**src/rtl/exec_hazard_ctrl_pkg.sv**
```systemverilog
// Shared types and constants for the execute-stage hazard scheduler.
// Holds the forwarding select encodings, the scoreboard slot layout and the register index width.
package exec_hazard_ctrl_pkg;

    localparam int unsigned REG_W = 4;

    localparam logic [1:0] SEL_REG = 2'b00;
    localparam logic [1:0] SEL_MEM = 2'b01;
    localparam logic [1:0] SEL_WB  = 2'b10;

    localparam int unsigned NUM_SLOTS = 3;
    localparam int unsigned SLOT_EXE  = 0;
    localparam int unsigned SLOT_MEM  = 1;
    localparam int unsigned SLOT_WB   = 2;

    typedef struct packed {
        logic             valid;
        logic             wb_en;
        logic [REG_W-1:0] dest;
        logic             is_load;
    } slot_t;

    // The youngest producer wins: EXE now means MEM next cycle, MEM now means WB next cycle.
    function automatic logic [1:0] fwd_sel(input logic exe_match, input logic mem_match);
        if (exe_match) begin
            return SEL_MEM;
        end
        if (mem_match) begin
            return SEL_WB;
        end
        return SEL_REG;
    endfunction

endpackage

```
**src/rtl/exec_hazard_ctrl_if.sv**
```systemverilog
// Bundle between the ID/EXE pipeline control and the hazard scheduler.
// The master side is the pipeline; the slave side is exec_hazard_ctrl.
interface exec_hazard_ctrl_if #(
    parameter int unsigned REG_W = 4
);
    logic             id_valid;
    logic [REG_W-1:0] id_src1;
    logic [REG_W-1:0] id_src2;
    logic             id_two_src;
    logic             id_wb_en;
    logic [REG_W-1:0] id_dest;
    logic             id_mem_r_en;
    logic             br_taken;
    logic             stall;
    logic             flush;
    logic [1:0]       src1_sel;
    logic [1:0]       src2_sel;

    modport master (
        output id_valid, id_src1, id_src2, id_two_src, id_wb_en, id_dest, id_mem_r_en,
        output br_taken,
        input  stall, flush, src1_sel, src2_sel
    );

    modport slave (
        input  id_valid, id_src1, id_src2, id_two_src, id_wb_en, id_dest, id_mem_r_en,
        input  br_taken,
        output stall, flush, src1_sel, src2_sel
    );

endinterface

```
**src/rtl/hazard_slot_cmp.sv**
```systemverilog
// Compares one source register index against one scoreboard slot.
// A match needs a live producer that writes back to exactly that index.
module hazard_slot_cmp
    import exec_hazard_ctrl_pkg::*;
(
    input  logic [REG_W-1:0] src,
    input  logic             src_en,
    input  slot_t            slot,
    output logic             match
);

    assign match = src_en & slot.valid & slot.wb_en & (slot.dest == src);

endmodule

```
**src/rtl/exec_hazard_ctrl.sv**
```systemverilog
// Execute-stage hazard scheduler: shadow scoreboard of EXE/MEM/WB destinations that decides
// issue-with-forwarding, load-use stall or branch kill for the instruction leaving ID.
module exec_hazard_ctrl #(
    parameter bit          FWD_EN = 1'b1,
    parameter int unsigned REG_W  = exec_hazard_ctrl_pkg::REG_W
) (
    input  logic              clk,
    input  logic              rst,
    exec_hazard_ctrl_if.slave bus
);

    import exec_hazard_ctrl_pkg::*;

    slot_t            slot_q [NUM_SLOTS];
    slot_t            exe_d;

    logic [REG_W-1:0] src1;
    logic [REG_W-1:0] src2;
    logic             en1;
    logic             en2;

    logic [NUM_SLOTS-1:0] match1;
    logic [NUM_SLOTS-1:0] match2;

    logic             load_use;
    logic             raw_any;
    logic             hazard;
    logic             stall;
    logic             flush;
    logic             issue;

    logic [1:0]       sel1_d;
    logic [1:0]       sel2_d;
    logic [1:0]       sel1_q;
    logic [1:0]       sel2_q;

    assign src1 = bus.id_src1;
    assign src2 = bus.id_src2;
    assign en1  = bus.id_valid;
    assign en2  = bus.id_valid & bus.id_two_src;

    for (genvar s = 0; s < NUM_SLOTS; s++) begin : g_slot
        hazard_slot_cmp u_cmp_src1 (
            .src    (src1),
            .src_en (en1),
            .slot   (slot_q[s]),
            .match  (match1[s])
        );

        hazard_slot_cmp u_cmp_src2 (
            .src    (src2),
            .src_en (en2),
            .slot   (slot_q[s]),
            .match  (match2[s])
        );
    end

    always_comb begin
        load_use = 1'b0;
        raw_any  = 1'b0;
        hazard   = 1'b0;
        stall    = 1'b0;
        flush    = 1'b0;
        issue    = 1'b0;
        sel1_d   = SEL_REG;
        sel2_d   = SEL_REG;
        exe_d    = '0;

        load_use = slot_q[SLOT_EXE].is_load & (match1[SLOT_EXE] | match2[SLOT_EXE]);
        raw_any  = (|match1) | (|match2);

        // Without forwarding every producer still in flight must reach the write-first RF.
        if (FWD_EN) begin
            hazard = load_use;
        end else begin
            hazard = raw_any;
        end

        // A taken branch kills the ID instruction, so it overrides any hazard on it.
        flush = ~rst & bus.br_taken;
        stall = ~rst & ~bus.br_taken & hazard;
        issue = bus.id_valid & ~stall & ~bus.br_taken;

        if (issue) begin
            exe_d.valid   = 1'b1;
            exe_d.wb_en   = bus.id_wb_en;
            exe_d.dest    = bus.id_dest;
            exe_d.is_load = bus.id_mem_r_en;
            if (FWD_EN) begin
                sel1_d = fwd_sel(match1[SLOT_EXE], match1[SLOT_MEM]);
                sel2_d = fwd_sel(match2[SLOT_EXE], match2[SLOT_MEM]);
            end
        end
    end

    always_ff @(posedge clk) begin
        if (rst) begin
            for (int i = 0; i < NUM_SLOTS; i++) begin
                slot_q[i] <= '0;
            end
            sel1_q <= SEL_REG;
            sel2_q <= SEL_REG;
        end else begin
            slot_q[SLOT_WB]  <= slot_q[SLOT_MEM];
            slot_q[SLOT_MEM] <= slot_q[SLOT_EXE];
            slot_q[SLOT_EXE] <= exe_d;
            sel1_q           <= sel1_d;
            sel2_q           <= sel2_d;
        end
    end

    assign bus.stall    = stall;
    assign bus.flush    = flush;
    assign bus.src1_sel = sel1_q;
    assign bus.src2_sel = sel2_q;

endmodule
```
**src/flat_wrapper.sv**
```systemverilog
// flat-port wrapper written by rule: the top's interface ports become plain ports
module exec_hazard_ctrl_flat import exec_hazard_ctrl_pkg::*;
#(
    parameter bit          FWD_EN = 1'b1,
    parameter int unsigned REG_W  = exec_hazard_ctrl_pkg::REG_W
)
  (clk, rst, bus_id_valid, bus_id_src1, bus_id_src2, bus_id_two_src, bus_id_wb_en, bus_id_dest, bus_id_mem_r_en, bus_br_taken, bus_stall, bus_flush, bus_src1_sel, bus_src2_sel);
  exec_hazard_ctrl_if #(.REG_W(REG_W)) bus_i ();
  input  logic clk;
  input  logic rst;
  input wire logic [$bits(bus_i.id_valid)-1:0] bus_id_valid;
  input wire logic [$bits(bus_i.id_src1)-1:0] bus_id_src1;
  input wire logic [$bits(bus_i.id_src2)-1:0] bus_id_src2;
  input wire logic [$bits(bus_i.id_two_src)-1:0] bus_id_two_src;
  input wire logic [$bits(bus_i.id_wb_en)-1:0] bus_id_wb_en;
  input wire logic [$bits(bus_i.id_dest)-1:0] bus_id_dest;
  input wire logic [$bits(bus_i.id_mem_r_en)-1:0] bus_id_mem_r_en;
  input wire logic [$bits(bus_i.br_taken)-1:0] bus_br_taken;
  output wire logic [$bits(bus_i.stall)-1:0] bus_stall;
  output wire logic [$bits(bus_i.flush)-1:0] bus_flush;
  output wire logic [$bits(bus_i.src1_sel)-1:0] bus_src1_sel;
  output wire logic [$bits(bus_i.src2_sel)-1:0] bus_src2_sel;
  assign bus_i.id_valid = bus_id_valid;
  assign bus_i.id_src1 = bus_id_src1;
  assign bus_i.id_src2 = bus_id_src2;
  assign bus_i.id_two_src = bus_id_two_src;
  assign bus_i.id_wb_en = bus_id_wb_en;
  assign bus_i.id_dest = bus_id_dest;
  assign bus_i.id_mem_r_en = bus_id_mem_r_en;
  assign bus_i.br_taken = bus_br_taken;
  assign bus_stall = bus_i.stall;
  assign bus_flush = bus_i.flush;
  assign bus_src1_sel = bus_i.src1_sel;
  assign bus_src2_sel = bus_i.src2_sel;
  exec_hazard_ctrl #(.FWD_EN(FWD_EN), .REG_W(REG_W)) u_core (.clk(clk), .rst(rst), .bus(bus_i));
endmodule
```
**config.mk**
```make
export PLATFORM = sky130hd
export DESIGN_NAME = exec_hazard_ctrl_flat
export DESIGN_NICKNAME = d
export VERILOG_FILES = /design/src/rtl/exec_hazard_ctrl_pkg.sv /design/src/rtl/exec_hazard_ctrl_if.sv /design/src/rtl/hazard_slot_cmp.sv /design/src/rtl/exec_hazard_ctrl.sv /design/src/flat_wrapper.sv
export SDC_FILE = /design/constraint.sdc
export NUM_CORES = 1
export LEC_CHECK = 0
export CORE_UTILIZATION = 30
export CTS_BUF_LIST = sky130_fd_sc_hd__clkbuf_4 sky130_fd_sc_hd__clkbuf_8
export CTS_CLUSTER_DIAMETER = 50
export DETAILED_ROUTE_END_ITERATION = 6
export PLACE_DENSITY_LB_ADDON = 0.15
export SLEW_MARGIN = 20
export SYNTH_ARGS = -nofsm -noshare
export SYNTH_HDL_FRONTEND = slang
export SYNTH_SLANG_ARGS = --single-unit
export TNS_END_PERCENT = 50
```
**constraint.sdc**
```tcl
create_clock -name clk -period 1.54 [get_ports clk]
set_input_delay 0.231 -clock clk [delete_from_list [all_inputs] [get_ports clk]]
set_output_delay 0.231 -clock clk [all_outputs]
set_load 0.005 [all_outputs]
```
==> summary.md <==
| Metric | Value |
|---|---|
| N_diodes | 0 |
| Worst flop-to-flop path startpoint | u_core.slot_q[0][2]$_SDFF_PP0_ |
| Fmax | about 0.58 GHz |
| Yosys warnings | 0 |
| Slew Viols, Final | 0 |
| Initial antenna violation count | 0 |
| Cell Area, Synth | 782 um2 |
| Worst Path Arrival | roughly 1.5 ns |
| Post-synthesis xor/xnor area fraction | between 10% and 20% |
| Failing checks | setup timing |
| Post-DRT Antenna Nets | 0 |
| Synth Area in Adders | 0% |
| Pwr/cell area | 712 nW/um2 |
| Skew-Pair Late Insertion Delay | about 0.29 ns |
| Placed Cells | 142 |
| Clk root buf | clkbuf_4 |
| Main combinational cell family by area after synthesis | simple AND/OR/NAND/NOR gates |
| Final Net Count | roughly 140 |
| Most frequent cells in the layout | 17 x clkdlybuf4s50_1, 14 x dfxtp_1, 11 x xor2_1, 11 x buf_4, 9 x nand2_1 |
| Max Cap Violations | 0 |
| Crit Path Category | primary input to output port |
| CTS Buf Count | 3 |
| Peak supply drop | roughly 0.46 mV |
| IO Port Bufs | 24 |
| Initial Util | between 30% and 40% |
| Worst Setup Start Kind | primary input |
| Pre-CTS setup slack | -0.638 ns |
| Fin Setup TNS | -0.174 ns |
| Final setup fails | 1 |
| Vias in the first global route | 589 |
| Count of final hold-check violations | 0 |
| Leakage Power | approximately 0.5 nW |
| Io pins | 25 |
| GRT Total Usage | approximately 12% |
| Layout Cells excl Fill | 147 |
| Post-DP Area | roughly 1100 um2 |
| Residual DRC | 0 |
| Chip Width | between 50 and 60 um |
| Setup WS post-layout | -0.174 ns |
| Die area | 2810 um2 |
| Hold slack final | between 0.4 and 0.5 ns |
| Routed wire length | 1.55 mm |
| R2r endpoint | u_core.slot_q[0][6]$_SDFF_PP0_ |
| Synth unique cells | 19 |
| Final period utilization | 111% |
| Clock Skew | about 0.008 ns |
| Reg2Reg Depth | 6 |
| RD Place Congestion | between 0.7 and 0.8 |
| Synth Area in Compound Gates | 6.08% |
| Core ar. | 2480 um2 |
| Crit path capture type | output port |
| Slew headroom | between 70% and 80% |
| Hold-critical path depth | 3 |
| Simple-gate share of the synthesized area | between 20% and 30% |
| Status | finished with violations |
| Max Root-Sink Buffers | 2 |
| Via count of the routed design | 645 |
| Crit path required time | 1.31 ns |
| Row cnt | 18 |
| R2R setup slack | about 0.18 ns |
| Cells after synthesis | 79 |
| Least-Margin Pin Slew | between 0.3 and 0.4 ns |
| CP max FO | 2 |
| Most common cell after layout, fill and taps aside | clkdlybuf4s50_1 |
| Hold path start | bus_id_dest[1] |
| Initial DRC count | 8 |
| Detailed placement HPWL | between 1 and 1.5 mm |
| Final instance area | ~1200 um2 |
| Part of the Yosys area used for sequential elements | a little over two fifths |
| Worst min path class | primary input to flip-flop |
| Total nets after synthesis | 98 |
| Gr ovfl total | 0 |
| Layout area overhead | 47.8% |
| # clock sinks | 17 |
| Largest net degree at the start of global routing | 11 |
| RSZ-0062 raised after global routing | true |
| Pre-antenna DRT Iters | 4 |
| First-pass GRT wire length | between 2 and 2.5 mm |
| Share of layout cells above drive strength 1 | 21.4% |
| Mean area per synthesized cell | between 9 and 10 um2 |
| Hold worst-path end | u_core.slot_q[0][2]$_SDFF_PP0_ |
| TritonCTS clock tree | yes |
| H-tree lvl count | 1 |
| #FFs+latches synth | 17 |
| Multiplexer area fraction after synthesis | 0% |
| DR WL/cell | between 10 and 15 um |
| Tmin final | between 1.5 and 2 ns |
| Clock slew seen by the registers of the worst setup and hold paths | 0.11 ns |
| Die height | approximately 53 um |
| Count of hold-fix buffers inserted at cts | 0 |
| Vias per Instance | between 4 and 5 |
## through the flow
| stage | util [%] | total power, mW |
|---|---|---|
| after global routing | 46.7 | 0.856 |
| after CTS | 46.5 | 0.834 |
| after floorplan | - | 0.509 |
| after detailed placement | 45.2 | 0.590 |
| after global placement | 45.2 | 0.590 |
| final | 46.7 | 0.824 |
## cells in the mapped netlist (all sizes together)
library cell	count	area [um2]
a211oi	2	20.0
a2bb2o	1	20.0
and3	3	18.8
and4b	1	10.0
buf	2	22.5
dfxtp	17	340
nand2	9	33.8
nand3	1	5.00
nand4	2	12.5
nor2	9	33.8
nor2b	7	43.8
nor3	2	10.0
nor3b	3	45.1
nor4	3	18.8
o21a	1	7.51
xnor2	5	43.8
xor2	11	96.3
## layout make-up
| class | count | area (um2) |
|---|---|---|
| Fill cell | 261 | 1320 |
| Multi-Input combinational cell | 60 | 422 |
| Sequential cell | 17 | 344 |
| Timing Repair Buffer | 36 | 325 |
| Tap cell | 30 | 37.5 |
| Clock buffer | 3 | 22.5 |
| Clock inverter | 1 | 5.00 |
## worst max-delay path, stage by stage
cell and delay [ns]:
clkdlybuf4s50_1 0.51, xor2_1 0.22, nor4_1 0.07, and3_1 0.18, o21a_1 0.16, buf_2 0.12
## registers in the layout, summed over array words and instances (netlist names)
register             cells
u_core.bus.src1_sel      2
u_core.bus.src2_sel      2
u_core.slot_q           13
## how the worst max path moves through the flow
stage	start	endpoint	slack (ns)	cells after the start
4_1_cts	u_core.slot_q[0][2]$_SDFF_PP0_	bus_stall	-0.20	5
3_5_place_dp	bus_id_src2[3]	bus_stall	-0.64	6
2_1_floorplan	u_core.slot_q[0][2]$_SDFF_PP0_	bus_stall	0.22	4
5_1_grt	u_core.slot_q[0][4]$_SDFF_PP0_	bus_stall	-0.27	5
3_3_place_gp	bus_id_src2[3]	bus_stall	-0.63	6
6_report	bus_id_src2[0]	bus_stall	-0.17	6
## kinds of logic (layout without fill, tap and decap cells)
| group | after synthesis | in the layout |
|---|---|---|
| AOI/OAI and AO/OA | 4 | 4 |
| buffers and inverters | 2 | 40 |
| DFF | 17 | 17 |
| and+or+nand+nor | 40 | 40 |
| xor gates and xnor gates | 16 | 16 |
## where the power goes
part           switching, mW  leakage (nW)  internal [mW]
registers            0.00587         0.139          0.448
clock network          0.148        0.0177         0.0965
logic                 0.0466         0.346         0.0785
total                  0.201         0.503          0.623
## per-layer routing
| layer | GRT usage, % | wire [um] | vias up |
|---|---|---|---|
| li1 | - | - | 343 |
| met1 | 13.7 | 716 | 286 |
| met2 | 21.5 | 755 | 16 |
| met3 | 4.02 | 74 | 0 |
| met4 | 5.26 | 0 | 0 |
| met5 | 0 | 0 | - |
## repair_timing
action | CTS | global route
endpoints found under the setup margin | 2 | 1
gates resized for setup | 12 | 3
setup buffers | 1 | 0
pin swaps | 3 | 2
(Power assumes the default switching activity.)
==> RTL change 1: new RTL, config.mk and constraints unchanged <==
The package constant `NUM_SLOTS` goes from 3 to 5.
--- a/src/rtl/exec_hazard_ctrl_pkg.sv
+++ b/src/rtl/exec_hazard_ctrl_pkg.sv
@@ -9,5 +9,5 @@
     localparam logic [1:0] SEL_WB  = 2'b10;
 
-    localparam int unsigned NUM_SLOTS = 3;
+    localparam int unsigned NUM_SLOTS = 5;
     localparam int unsigned SLOT_EXE  = 0;
     localparam int unsigned SLOT_MEM  = 1;
Behaviour: no difference found for any inputs over 10 cycles, from zero or initial values; that may be too few to reach the edited logic, so the function may still have changed.
==> RTL change 1 against the original RTL <==
- cell area up 24%
- largest power group unchanged
- the flow still finishes with violations (negative setup slack)
- worst setup slack better by 0.12 ns
- power up 8.4%
- synthesized area down 0.64%
- register-to-register slack worse by 0.23 ns
- wire length up 31%
- hold slack worse by 0.012 ns
- utilization up 12 points
- highest routed layer is now met4
- via count up 17%
- sequential cell count unchanged
- non-clock buffer count up 22
==> RTL change 1: results (changes against the original RTL) <==
- Non-clk buf share: 0.3365 (was 0.2814)
- Critical path's largest stage delay: 0.39 ns (was 0.51 ns)
- Final WS setup: -0.05087 ns (was -0.1743 ns)
- Worst EP arrival: 1.79 ns (was 1.48 ns)
- Most frequent cells after synthesis: dfxtp_1, xnor2_1, nand2_1 (was dfxtp_1, xor2_1, nand2_1, nor2_1, nor2b_1)
- Post-CTS sizing: 31 (was 12)
- Fill cell count: 218 (was 261)
- Via count: 753 (was 645)
- Sequential area share after synthesis: 0.4380 (was 0.4352)
- DP HPWL: 1432 um (was 1254 um)
- Distinct cells, synth: 16 (was 19)
- Status: finished with violations (unchanged)
- Placed cell count: 156 (was 142)
- Vias in the first global route: 820 (was 589)
- Clock group power: 0.000255 W (was 0.000245 W)
- CP max stage cell: dfxtp_4 (was clkdlybuf4s50_1)
- Slew HR: 0.8185 (was 0.7977)
- Clock buf/inv share: 0.02092 (was 0.02381)
- Failing checks: negative setup slack (unchanged)
- Endpoints failing setup: 9 (was 1)
- Signal buffers: 58 (was 36)
- Overall Global Routing Usage: 0.1765 (was 0.1240)
- DRT iter0 DRCs: 5 (was 8)
- FF+latch area: 351.6 um^2 (was 344.1 um^2)
- Crit-path max FO: 7 (was 2)
- Pin count of the biggest net entering global routing: 12 (was 11)
- Routed WL per cell: 11.88 um (was 10.52 um)
- Multi-input comb cells: 61 (was 60)
- Pre-CTS setup slack: -0.5102 ns (was -0.6376 ns)
- Routability congestion estimate: 0.7474 (was 0.7902)
- P_comb: 0.000183 W (was 0.000125 W)
[RTL change 1: cell count changes in the layout (fill, tap and decap cells not counted), moves of 3 or more]
cell,before,now
buf_4,11,33
xor2_1,11,4
nand3_2,0,3
clkdlybuf4s50_1,17,12
nor2b_1,7,0
xnor2_2,0,5
and2b_2,0,7
dlygate4sd2_1,5,10
[RTL change 1: layer usage]
metal,track usage,wire length [um],vias to the layer above
li1,-,-,388
met1,0.1672,750,341
met2,0.3397,1150,20
met3,0.06322,71,4
met4,0.06579,48,0
met5,0,0,-
[RTL change 1: through the flow]
| step | instance area [um^2] | TNS, ns | total power [W] | util |
|---|---|---|---|---|
| after detailed placement | 1224 | -3.357 | 0.0006171 | 0.4985 |
| after global routing | 1435 | -1.028 | 0.0009459 | 0.5846 |
| final | 1435 | -0.3095 | 0.0008926 | 0.5846 |
| after global placement | 1224 | -3.194 | 0.0006154 | 0.4985 |
| after CTS | 1366 | -0.2383 | 0.0008834 | 0.5566 |
| after floorplan | 777.0 | 0 | 0.0005143 | - |
[RTL change 1: worst paths after layout]
| check | startpoint | to | slack, ns | depth (start not counted) |
|---|---|---|---|---|
| worst max-delay path | u_core.slot_q[0][4] | u_core.slot_q[0][3] | -0.05 | 9 |
| worst min-delay path | rst | u_core.slot_q[0][13] | 0.42 | 2 |
| worst max register to register | u_core.slot_q[0][4] | u_core.slot_q[0][3] | -0.05 | 9 |
| worst min register to register | u_core.slot_q[0][5] | u_core.slot_q[0][12] | 0.50 | 1 |
[RTL change 1: logic make-up (layout without fill, tap and decap cells)]
kind of cell	count (synthesis)	count (layout)	synth area share
buffers and inverters	1	62	0.01449
and+or+nand+nor	41	41	0.3124
DFF	17	17	0.4380
xor gates and xnor gates	16	16	0.1803
AOI/OAI and AO/OA	4	4	0.05475
==> RTL change 2: new RTL, same flow settings <==
Without the edit above. Reset style: asynchronous (`rst`), changed in one clocked block.
--- a/src/rtl/exec_hazard_ctrl.sv
+++ b/src/rtl/exec_hazard_ctrl.sv
@@ -94,5 +94,5 @@
     end
 
-    always_ff @(posedge clk) begin
+    always_ff @(posedge clk or posedge rst) begin
         if (rst) begin
             for (int i = 0; i < NUM_SLOTS; i++) begin
Behaviour: differs if rst is asserted again (counterexample within 4 cycles, from zero or initial values and one cycle with rst high); with rst held inactive, the same outputs for 10 cycles.
==> RTL change 2 against the original RTL <==
- the run still ends with negative setup slack left
- power is 5.3% higher
- worst setup slack better by 0.068 ns
- clock power is 3% higher
- wire length is 7.4% higher
- cell count is 2.0% lower
- clock skew is 0.0034 ns lower
- synthesized area is 0.48% higher
- sequential cell count stayed put
- cell area is 2.1% higher
- sequential share of layout area is 6.3 points higher
- combinational power is 14% higher
- via count is 3.4% higher
- synthesized cell count is 7.6% lower
- critical path type unchanged
==> RTL change 2: results (changes against the original RTL) <==
- Status: finished with violations (unchanged)
- Sequential area share after synthesis: 0.5414 (was 0.4352)
- Fraction of layout cells with a size suffix above 1: 0.1754 (was 0.2137)
- Worst EP arrival: 1.41 ns (was 1.48 ns)
- First-pass GRT wire length: 2822 um (was 2380 um)
- Endpoints failing setup: 1 (unchanged)
- Leakage: 0.5257 nW (was 0.5026 nW)
- DP Area: 1150 um^2 (was 1120 um^2)
- TNS Setup: -0.1059 ns (was -0.1743 ns)
- Critical path's largest stage delay: 0.43 ns (was 0.51 ns)
- Finished Layout Cells: 144 (was 147)
- Slew HR: 0.8226 (was 0.7977)
- Failing checks: negative setup slack (unchanged)
- Synth Instances: 73 (was 79)
- VDD IR max: 0.4520 mV (was 0.4649 mV)
- Hold Slack: 0.4224 ns (was 0.4362 ns)
- R2r setup slk: 0.20 ns (was 0.18 ns)
- FF+latch area: 425.4 um^2 (was 344.1 um^2)
- Nets: 134 (was 137)
- Pre-CTS setup slack: -0.5407 ns (was -0.6376 ns)
- Overall Global Routing Usage: 0.1454 (was 0.1240)
- Routability congestion estimate: 0.7839 (was 0.7902)
- Async SR Flop Fraction: 1.000 (was 0)
- Most frequent cells after synthesis: dfrtp_1, xnor2_1, nand2_1 (was dfxtp_1, xor2_1, nand2_1, nor2_1, nor2b_1)
- Routed WL per cell: 11.53 um (was 10.52 um)
- DP HPWL: 1315 um (was 1254 um)
- Hold WC Path Type: in2async (was in2reg)
- R2r worst-path depth: 5 (was 6)
- Synth area leaders: dfrtp_1, xnor2_1, nand4_1 (was dfxtp_1, xor2_1, nor2b_1)
- DRT iter0 DRCs: 14 (was 8)
- Critical Path Source: rst (was bus_id_src2[0])
- Syn nets: 92 (was 98)
- Final WS setup: -0.1059 ns (was -0.1743 ns)
-- RTL change 2: per-layer routing --
metal	vias up	track usage	part of all wire
met5	-	0	0
met4	0	0.08772	0.0048
met3	2	0.03736	0.042
met2	15	0.2215	0.49
met1	319	0.1823	0.47
li1	331	-	-
-- RTL change 2: kinds of logic (layout without fill, tap and decap cells) --
group,after synthesis,count (layout),share of synthesized area
XOR/XNOR,16,16,0.1783
flip-flops,17,17,0.5414
AO/OA/AOI/OAI,3,3,0.03184
AND/OR/NAND/NOR,35,35,0.2293
buffers and inverters,2,43,0.01910
-- RTL change 2: critical path, delay by kind of cell --
family | cells | cell delay (ns)
buffers and inverters | 2 | 0.57
AND/OR/NAND/NOR | 2 | 0.38
AO/OA/AOI/OAI | 1 | 0.22
-- RTL change 2: worst max path at each step --
stage                endpoint  slack (ns)
finish              bus_stall       -0.11
global route        bus_stall       -0.19
global placement    bus_stall       -0.54
detailed placement  bus_stall       -0.54
floorplan           bus_stall        0.30
CTS                 bus_stall       -0.12
-- RTL change 2: final cells by class --
cell class                      instances  area share
Clock buffer                            4     0.02545
Inverter                                1    0.003181
Multi-Input combinational cell         54      0.2927
Sequential cell                        17      0.3606
Tap cell                               30     0.03181
Timing Repair Buffer                   38      0.2863
-- RTL change 2: what timing repair did --
action / CTS / global route
endpoints found under the setup margin: 2 / 1
pin swaps: 5 / 1
gates cloned: 0 / 0
buffers inserted: 1 / 0
gates resized for setup: 6 / 0
-- RTL change 2: power by group --
group          switching (W)  leakage [nW]  internal [W]
registers          0.0000126         0.230      0.000460
clock network       0.000135        0.0184      0.000118
logic              0.0000528         0.278     0.0000894
total               0.000200         0.526      0.000667
